$ cat src/rtl/rng_pool.sv
// Decimates a free-running 16-bit random stream, packs sample pairs into 32-bit words
// and buffers them in a FWFT FIFO. Optional repetition health test: define RNG_POOL_HEALTH_EN.
module rng_pool #(
    parameter int DECIM     = 4,
    parameter int DEPTH     = 8,
    parameter int REP_LIMIT = 4
) (
    input  logic                     clk,
    input  logic                     reset_n,
    input  logic [15:0]              rng_i,
    input  logic                     enable,
    input  logic                     flush,
    input  logic                     rd_ready,
    output logic                     rd_valid,
    output logic [31:0]              rd_data,
    output logic [$clog2(DEPTH):0]   level,
    output logic                     full,
    output logic                     health_fail
);

    localparam int             AW       = $clog2(DEPTH);
    localparam logic [7:0]     DECIM_M1 = 8'(DECIM - 1);
    localparam logic [AW:0]    LVL_ONE  = (AW+1)'(1);
    localparam logic [AW:0]    LVL_FULL = (AW+1)'(DEPTH);

    if (DECIM < 1 || DECIM > 255 || DEPTH < 2 || (DEPTH & (DEPTH - 1)) != 0 || REP_LIMIT < 2) begin : g_param_check
        $error("rng_pool: illegal parameter value");
    end

    logic [7:0]    r_cnt;
    logic          r_half;
    logic [15:0]   r_hi;
    logic [31:0]   r_mem [DEPTH];
    logic [AW-1:0] r_wptr;
    logic [AW-1:0] r_rptr;
    logic [AW:0]   r_level;
    logic [31:0]   r_rd_data;

    logic          w_sample;
    logic          w_push;
    logic          w_pop;
    logic          w_trip;
    logic          w_inhibit;
    logic [31:0]   w_word;
    logic [AW-1:0] w_rptr_nx;

`ifdef RNG_POOL_HEALTH_EN
    localparam int RW = $clog2(REP_LIMIT + 1);
    localparam logic [RW-1:0] REP_MAX = RW'(REP_LIMIT);

    logic [15:0]   r_prev;
    logic [RW-1:0] r_rep;
    logic          r_fail;
    logic [RW-1:0] w_rep_nxt;

    // A zero count means no previous sample, so the next sample always counts as 1.
    always_comb begin
        w_rep_nxt = RW'(1);
        if (r_rep != '0 && rng_i == r_prev) begin
            w_rep_nxt = (r_rep == REP_MAX) ? r_rep : r_rep + RW'(1);
        end
    end

    assign w_trip    = w_sample && (w_rep_nxt == REP_MAX);
    assign w_inhibit = r_fail;

    always_ff @(posedge clk or negedge reset_n) begin
        if (!reset_n) begin
            r_prev <= '0;
            r_rep  <= '0;
            r_fail <= 1'b0;
        end else if (flush) begin
            r_rep  <= '0;
            r_fail <= 1'b0;
        end else if (w_sample) begin
            r_prev <= rng_i;
            r_rep  <= w_rep_nxt;
            if (w_trip) r_fail <= 1'b1;
        end
    end

    assign health_fail = r_fail;
`else
    assign w_trip      = 1'b0;
    assign w_inhibit   = 1'b0;
    assign health_fail = 1'b0;
`endif

    assign w_sample  = enable && !w_inhibit && (r_cnt == DECIM_M1);
    assign w_word    = {r_hi, rng_i};
    assign w_push    = w_sample && r_half && !full && !w_trip;
    assign w_pop     = rd_valid && rd_ready;
    assign w_rptr_nx = r_rptr + AW'(1);

    always_ff @(posedge clk) begin
        if (w_push && !flush) r_mem[r_wptr] <= w_word;
    end

    always_ff @(posedge clk or negedge reset_n) begin
        if (!reset_n) begin
            r_cnt     <= '0;
            r_half    <= 1'b0;
            r_hi      <= '0;
            r_wptr    <= '0;
            r_rptr    <= '0;
            r_level   <= '0;
            r_rd_data <= '0;
        end else if (flush) begin
            r_cnt   <= '0;
            r_half  <= 1'b0;
            r_wptr  <= '0;
            r_rptr  <= '0;
            r_level <= '0;
        end else begin
            if (enable) r_cnt <= (r_cnt == DECIM_M1) ? 8'd0 : r_cnt + 8'd1;
            if (w_trip) begin
                r_half  <= 1'b0;
                r_wptr  <= '0;
                r_rptr  <= '0;
                r_level <= '0;
            end else begin
                if (w_sample) begin
                    if (!r_half) r_hi <= rng_i;
                    r_half <= !r_half;
                end
                if (w_push) r_wptr <= r_wptr + AW'(1);
                if (w_pop)  r_rptr <= w_rptr_nx;
                unique case ({w_push, w_pop})
                    2'b10:   r_level <= r_level + LVL_ONE;
                    2'b01:   r_level <= r_level - LVL_ONE;
                    default: r_level <= r_level;
                endcase
                // Head register tracks the oldest word; it holds its value once the FIFO drains.
                if (w_pop) begin
                    if (r_level > LVL_ONE) r_rd_data <= r_mem[w_rptr_nx];
                    else if (w_push)       r_rd_data <= w_word;
                end else if (w_push && r_level == '0) begin
                    r_rd_data <= w_word;
                end
            end
        end
    end

    assign rd_valid = (r_level != '0);
    assign full     = (r_level == LVL_FULL);
    assign level    = r_level;
    assign rd_data  = r_rd_data;

endmodule

$ cat config.mk
export PLATFORM = sky130hd
export DESIGN_NAME = rng_pool
export DESIGN_NICKNAME = d
export VERILOG_FILES = /design/src/rtl/rng_pool.sv
export SDC_FILE = /design/constraint.sdc
export NUM_CORES = 1
export LEC_CHECK = 0
export ABC_AREA = 1
export CAP_MARGIN = 25
export CORE_MARGIN = 2
export CORE_UTILIZATION = 60
export CTS_CLUSTER_SIZE = 16
export DETAILED_ROUTE_END_ITERATION = 16
export PLACE_DENSITY = 0.79
export SYNTH_ARGS = -nofsm -noshare
export SYNTH_HDL_FRONTEND = slang
export SYNTH_SLANG_ARGS = --single-unit
$ cat constraint.sdc
create_clock -name clk -period 5.3 [get_ports clk]
set_input_delay 0.53 -clock clk [delete_from_list [all_inputs] [get_ports clk]]
set_output_delay 0.53 -clock clk [all_outputs]
set_load 0.01 [all_outputs]
==> results of run 1 <==
-- final cells by class --
cell class | instances | area (um^2) | area share
clock inverter | 9 | 50.0 | 0.00314
sequential | 323 | 9370 | 0.588
multi-input combinational | 900 | 3940 | 0.248
clock buffer | 53 | 1030 | 0.0644
inverter | 86 | 327 | 0.0205
timing repair buffer | 80 | 860 | 0.0540
tap | 285 | 357 | 0.0224
-- logic make-up (layout without fill, tap and decap cells) --
kind of cell / after synthesis / in the layout
adders and majority gates: 7 / 7
AOI/OAI and AO/OA: 20 / 20
xor gates and xnor gates: 7 / 7
DFF: 323 / 323
buffers and inverters: 155 / 228
other: 1 / 1
and+or+nand+nor: 865 / 865
-- synthesized netlist by cell type, drive strengths merged --
cell type	instances
nand2	659
edfxtp	256
nand3	164
inv	86
dfrtp	67
buf	43
clkbuf	26
nor2	22
nor3	13
a21oi	9
o21ai	9
ha	7
xor2	4
nand4	3
xnor2	3
nor3b	2
a211oi	1
and3	1
conb	1
nor4	1
o32ai	1
-- metrics by stage --
step	setup WS, ps	std cells	utilization
after global placement	2060	1669	0.649
after CTS	2120	1733	0.699
after global routing	1950	1736	0.701
after floorplan	1120	1378	-
after detailed placement	1990	1671	0.652
final	2080	1736	0.701
-- worst paths after layout --
path | startpoint | to | cells after the start
max | r_rptr[0] | rd_data[28] | 10
min in group clk | rd_data[24] | rd_data[24] | 2
min | reset_n | rd_data[1] | 2
min reg2reg | rd_data[24] | rd_data[24] | 2
max in group asynchronous | reset_n | r_rptr[0] | 3
max reg2reg | r_rptr[0] | rd_data[28] | 10
-- per-layer routing --
| layer | global-route usage | share of wire |
|---|---|---|
| met1 | 0.370 | 0.39 |
| met2 | 0.458 | 0.49 |
| met3 | 0.0432 | 0.082 |
| met4 | 0.115 | 0.033 |
| met5 | 0 | 0 |
-- worst max-delay path: stages, from the launching register on --
cell and delay [ps]:
dfrtp_4 860, ha_2 360, xnor2_4 120, buf_4 490, inv_1 400, buf_4 360
nand3_1 100, nand3_1 90, nand2_1 130, nand3_1 120, nand2_1 90
-- sequential cells by signal, summed over array words and instances, names as in the netlist --
signal   count
r_wptr       3
r_rptr       3
level        4
r_mem      256
r_hi        16
r_half       1
r_cnt        8
rd_data     32
-- power by group --
group / leakage (nW) / internal [mW] / total, mW / switching, mW
clock network: 0.525 / 1.34 / 2.29 / 0.950
registers: 3.22 / 2.94 / 3.15 / 0.211
logic: 3.08 / 0.705 / 2.01 / 1.31
total: 6.83 / 4.98 / 7.45 / 2.47
==> metrics.cfg, run 1 <==
[routing]
wl_mm=32.7
dr.pass1.iters=5
vias_per_cell=5.65
wire_per_inst_um=18.8
vias=9802
drt-initial-drc-count=1078
antenna_left=0
drc_errors=0

[final_layout]
fin_area_um2=15900
final_common_cell=nand2_1
final_cell_mix=nand2_1 (653), edfxtp_1 (256), nand3_1 (161), inv_1 (80), dfrtp_1 (66)
syn2layout_area_growth_pct=14.6
num_antenna_cells=0
drive_above_1_share=0.0731
layout.nets=1453
fillers=1545

[sta]
whs_ps=420
finalSetupTns_ps=0
rsz0062_at_grt=false
hold_viol=0
fin_crit_sh=0.608
report.final.slew_viol_count=0
skew_ps=13.8
min_period_ps=3220
clock.fmax_ghz=0.310
slew_headroom=0.309
setup_viol=0
tightest_slew_ps=1030

[synthesis]
synth_top_family_by_area=simple AND/OR/NAND/NOR gates
synthesis.area_um2=13900
netlist_instances=1378
synth-simple-area-share=0.259
yosys.area.top_type=edfxtp_1
syn_nets=1406
synth_xor_area_frac=0.00495
ys_top_cells_by_area=edfxtp_1 (55%), nand2_1 (18%), dfrtp_1 (12%)
synth_mux_area_frac=0
synthAdderAreaFrac=0.00630
synth-seq-area-share=0.673
netlist-cell-type-count=38
synth-compound-area-share=0.00873
ys_warn_count=0
avgSynthCellArea_um2=10.1
yosys_register_bits=323
yosys.area.top_type_share=0.553

[outcome]
outcome=finished clean

[die]
io_pins=60
rows=55
dieArea_um2=24400
dieHeight_um=156
die_w_um=156
core_area_um2=22700
initial_core_util=0.612

[worst_hold_path]
hold_path_class=in2async

[worst_setup_path]
worstPathArrival_ps=3670
crit_path_end_kind=flop
crit_required_ps=5750
worst-path-max-fanout=59
crit_type=reg2reg
regToRegSetupSlack_ps=2080
cp-start-kind=flop

[grt]
grt-ovfl-total=0
grt_pass1_wl_mm=51.5
grt_max_degree=73
antenna_found_initial=0
grt_usage=0.277
grt_pass1_vias=9602

[place]
place.detailed.hpwl_mm=17.2
io_buffers=58
place_area_um2=14800
place_congestion=0.794

[pwr]
ir_drop_v=0.000351
p_per_area_nw_per_um2=468
leakage_nw=6.83
total_power_mw=7.45

[clock_network]
hold_buffers=0
cts.sinks=323
postCtsSetupBuffers=0
clock-root-buffer=clkbuf_16
clockBufferDepth=3
cts.reportedPaths.clkPinSlew_ps=60
h-tree-depth=2
postCtsResizedCells=0
clk_latency_ps=520
cts_buffers=34
cts_tree=done

[job]
maxCapViolations=0

No activity file was read; power rests on OpenSTA's default activity.
==> run 2, diff against run 1 <==
- CORE_UTILIZATION: 60 -> 55
- PLACE_DENSITY: 0.79 -> 0.76
- clock period: 5.3 -> 2.6 ns (I/O delays scaled with it)
==> run 2 against run 1 <==
  * Flip-flop and latch count is the same
  * Die area up 8.9%
  * Clock skew decreased by 3.5 ps
  * Via count up 0.28%
  * Clock power grew 110%
  * Clock-buffer cell count decreased by 7
  * Highest routed layer unchanged
  * Global-route usage fell by 2.7 points
  * Critical path depth stayed put
  * Utilization fell by 5.3 points
  * Sequential share of layout area is 1.1 points lower
==> metrics.cfg, run 2 (synthesized netlist as in run 1, its figures left out) <==
[worst_setup_path]
crit_required_ps=2770
crit_chain=inv_2, ha_4, nand2_2, nor2_4, nor2_4, nand3_4, nor2_4, nand2_4, nor3_4, buf_4
cp-startpoint=level[0]
crit_top_cell=nor2_4
cp-start-kind=flop
r2r-start=level[0]
cp_slowest_cell=dfrtp_2
regToRegSetupSlack_ps=250
slowest_delay_ps=430
worstSetupEndpoint=r_mem[6][8]
reg2reg_to=r_mem[6][8]
worst-path-max-fanout=21
crit_path_end_kind=flop
worstPathArrival_ps=2510
crit_type=reg2reg
r2r_cells=10

[pwr]
leakage_nw=6.97
ir_drop_v=0.000660
p_per_area_nw_per_um2=946

[grt]
antenna_found_initial=0
grt_pass1_vias=9820
grt_usage=0.250
grt_max_degree=129
grt_pass1_wl_mm=51.2
grt-ovfl-total=0

[sta]
tightest_slew_ps=790
setup_viol=0
finalSetupTns_ps=0
slew_headroom=0.473
rsz0062_at_grt=false
report.final.slew_viol_count=0
fin_crit_sh=0.903
skew_ps=10.3
clock.fmax_ghz=0.426
hold_viol=0
min_period_ps=2350

[final_layout]
syn2layout_area_growth_pct=16.7
final_cell_mix=nand2_1 (650), edfxtp_1 (256), nand3_1 (161), inv_1 (78), dfrtp_1 (64)
regMostFlops=r_mem
final_common_cell=nand2_1
layout.nets=1473
final_core_util=0.648
drive_above_1_share=0.0965
fillers=1913
final_cells=1801
num_antenna_cells=0
largest_register_ffs=256

[place]
place_congestion=0.806
io_buffers=58
numPlacedInstances=1738
place.detailed.hpwl_mm=18.9

[routing]
dr.pass1.iters=5
vias=9829
drt-initial-drc-count=920
wl_mm=32.3
vias_per_cell=5.46
antenna_left=0
wire_per_inst_um=18.0
drc_errors=0

[clock_network]
cts_buffers=34
h-tree-depth=2
cts.sinks=323
cts_tree=done
clk_latency_ps=510
cts.reportedPaths.clkPinSlew_ps=60
clockBufferDepth=3
clock-root-buffer=clkbuf_16

[job]
maxCapViolations=0

[die]
core_area_um2=25000
rows=58
initial_core_util=0.555
die_w_um=163
dieArea_um2=26600
io_pins=60
dieHeight_um=163

[worst_hold_path]
hold_path_class=in2async

[outcome]
outcome=finished clean

[run 2: cell count changes in the layout (fill, tap and decap cells not counted), moves of 3 or more]
| cell | previous run | this run |
|---|---|---|
| buf_4 | 14 | 36 |
| nor3_2 | 8 | 0 |
| nor3_4 | 1 | 9 |
| clkbuf_1 | 12 | 6 |
| clkinv_2 | 5 | 9 |
| clkinvlp_4 | 1 | 5 |
| buf_16 | 3 | 0 |
| nand2_1 | 653 | 650 |
| nor2_4 | 3 | 6 |
[run 2: critical path, delay by kind of cell (launching register included)]
| family | cells | cell delay [ps] |
|---|---|---|
| flip-flops | 1 | 430 |
| adder cells (fa/ha/maj) | 1 | 170 |
| buffers and inverters | 2 | 460 |
| AND/OR/NAND/NOR | 7 | 940 |
[run 2: area by class of cell]
class	instances	area (um^2)	area share
Sequential cell	323	9370	0.577
Multi-Input combinational cell	900	4040	0.249
Clock buffer	46	990	0.0610
Timing Repair Buffer	100	971	0.0598
Tap cell	330	413	0.0254
Inverter	86	327	0.0201
Clock inverter	16	115	0.00709
[run 2: through the flow]
step	instance area (um^2)	hold WS, ps	total power, mW	setup WS [ps]
after floorplan	14000	-35.6	9.00	-4.41
after global placement	15100	368	10.6	371
after detailed placement	15100	378	10.7	258
after CTS	16200	391	15.4	244
after global routing	16200	414	16.1	132
final	16200	362	15.4	253
[run 2: where the power goes]
group | switching (mW) | internal, mW | total [mW]
Clock | 1.95 | 2.78 | 4.73
Combinational | 2.75 | 1.55 | 4.29
Sequential | 0.336 | 6.00 | 6.33
Total | 5.03 | 10.3 | 15.4
[run 2: timing repair]
action,4_1_cts,5_1_grt
gates resized for setup,0,0
hold endpoints to repair,50,0
buffers inserted,0,0
hold buffers,1,0
[run 2: worst min-delay path by stage]
stage / endpoint / startpoint / cells past startpoint
after floorplan: level[0] / reset_n / 0
after global placement: rd_data[29] / reset_n / 1
after detailed placement: rd_data[29] / reset_n / 1
after CTS: rd_data[0] / reset_n / 2
after global routing: rd_data[0] / reset_n / 2
final: rd_data[0] / reset_n / 2
[run 2: routing by layer]
layer	share of wire	GRT usage
met5	0	0
met3	0.073	0.0420
met2	0.49	0.422
met4	0.029	0.0921
met1	0.41	0.328
==> run 3, diff against run 2 <==
- CORE_UTILIZATION: 55 -> 44
- PLACE_DENSITY: 0.76 -> not set
==> run 3 against run 2 <==
  * Register-to-register slack better by 90 ps
  * Critical path type unchanged
  * Critical path depth unchanged
  * Combinational power about the same
  * Flip-flop and latch count unchanged
  * Highest routed layer unchanged
  * Global-route usage down 4.2 points
==> metrics.cfg, run 3 (synthesized netlist as in run 1, its figures left out) <==
[outcome]
outcome=finished clean

[routing]
vias_per_cell=5.08
wl_met2_mm=15.7
wl_mm=33.2
met1_length_mm=14.8
top_layer=met4
antenna_left=0
vias=9528
drc_errors=0
route.met3.wl_mm=1.60
wire_per_inst_um=17.7
drt-initial-drc-count=776
dr.pass1.iters=5

[die]
initial_core_util=0.444
io_pins=60
rows=65
die_w_um=182
core_area_um2=31300
dieArea_um2=33000
dieHeight_um=182

[final_layout]
final_cell_mix=nand2_1 (650), edfxtp_1 (256), nand3_1 (161), inv_1 (78), dfrtp_1 (64)
largest_register_ffs=256
num_antenna_cells=0
layout.nets=1473
regMostFlops=r_mem
final_common_cell=nand2_1
seqCellArea_um2=9370
syn2layout_area_growth_pct=18.3
drive_above_1_share=0.0978
multi_input_area_um2=4040
fillers=2746

[worst_setup_path]
crit_chain=inv_2, ha_4, nand2_2, nor2_4, nor2_4, nand3_4, nor2_4, nand2_4, nor3_4, buf_4
crit_type=reg2reg
critPathTopFamily=simple AND/OR/NAND/NOR gates
cp-start-kind=flop
cp_slowest_cell=dfrtp_2
critPathBufInv=2
crit_top_cell=nor2_4
worstPathArrival_ps=2450
worst-path-max-fanout=18
slowest_delay_ps=420
crit_required_ps=2790
crit_path_end_kind=flop

[grt]
grt_max_degree=129
grt_pass1_wl_mm=53.1
grt_pass1_vias=9341
grt_usage=0.208
antenna_found_initial=0
grt-ovfl-total=0

[pwr]
p_per_area_nw_per_um2=965
ir_drop_v=0.000629
leakage_nw=7.04
total_power_mw=15.9

[clock_network]
cts_tree=done
cts.reportedPaths.clkPinSlew_ps=60
clock-root-buffer=clkbuf_16
postCtsSetupBuffers=0
clockBufferDepth=3
cts.sinks=323
h-tree-depth=2
cts_buffers=36
clk_latency_ps=520
postCtsResizedCells=0

[sta]
hold_viol=0
clock.fmax_ghz=0.443
setup_viol=0
skew_ps=13.6
report.final.slew_viol_count=0
min_period_ps=2260
setup_slack_ps=340
tightest_slew_ps=794
fin_crit_sh=0.869
rsz0062_at_grt=false
slew_headroom=0.470

[place]
place_congestion=0.776
io_buffers=58
place.detailed.hpwl_mm=20.1
dp_slack_ps=333

[job]
maxCapViolations=0

[worst_hold_path]
hold_path_class=in2async

==> run 3: cell types whose count changed in the layout (fill, tap and decap cells not counted), sizes merged <==
cell      delta
clkinv       +1
clkbuf       +2
clkinvlp     -5
buf          -2
inv          +3
bufinv       +3
==> run 3: final timing paths <==
| path | from | end | slack [ps] | depth (start not counted) |
|---|---|---|---|---|
| max | level[0] | r_mem[5][24] | 340 | 10 |
| min | reset_n | rd_data[16] | 100 | 2 |
| max reg2reg | level[0] | r_mem[5][24] | 340 | 10 |
| min reg2reg | rd_data[25] | rd_data[25] | 480 | 2 |
| max in group asynchronous | reset_n | rd_data[27] | 1910 | 3 |
| min in group clk | rd_ready | r_rptr[0] | 470 | 3 |
==> run 3: metrics by stage <==
| step | setup TNS, ps | cell area, um^2 | utilization | hold WS, ps | instances |
|---|---|---|---|---|---|
| floorplan | -237 | 14000 | - | -35.6 | 1378 |
| global placement | 0 | 15200 | 0.485 | 463 | 1807 |
| detailed placement | 0 | 15200 | 0.485 | 464 | 1807 |
| CTS | 0 | 16400 | 0.524 | 467 | 1874 |
| global route | 0 | 16400 | 0.525 | 107 | 1875 |
| finish | 0 | 16400 | 0.525 | 97.0 | 1875 |
==> run 3: what timing repair did <==
action                                  CTS  global route
endpoints found under the hold margin    67             0
hold buffers                              1             0
endpoints found under the setup margin    0             0
==> run 3: report_power, final <==
group / switching (mW) / internal, mW
Clock: 2.04 / 3.17
Sequential: 0.367 / 6.00
Combinational: 2.77 / 1.54
==> run 3: layout make-up <==
type,count,area share
Timing Repair Buffer,98,0.0601
Sequential cell,323,0.570
Inverter,86,0.0199
Clock buffer,48,0.0619
Tap cell,402,0.0306
Multi-Input combinational cell,900,0.246
Clock inverter,18,0.0123
==> run 3: metal layers <==
layer,vias to the layer above,track usage
li1,4650,-
met1,4577,0.284
met4,0,0.0780
met5,-,0
met3,60,0.0315
met2,241,0.339
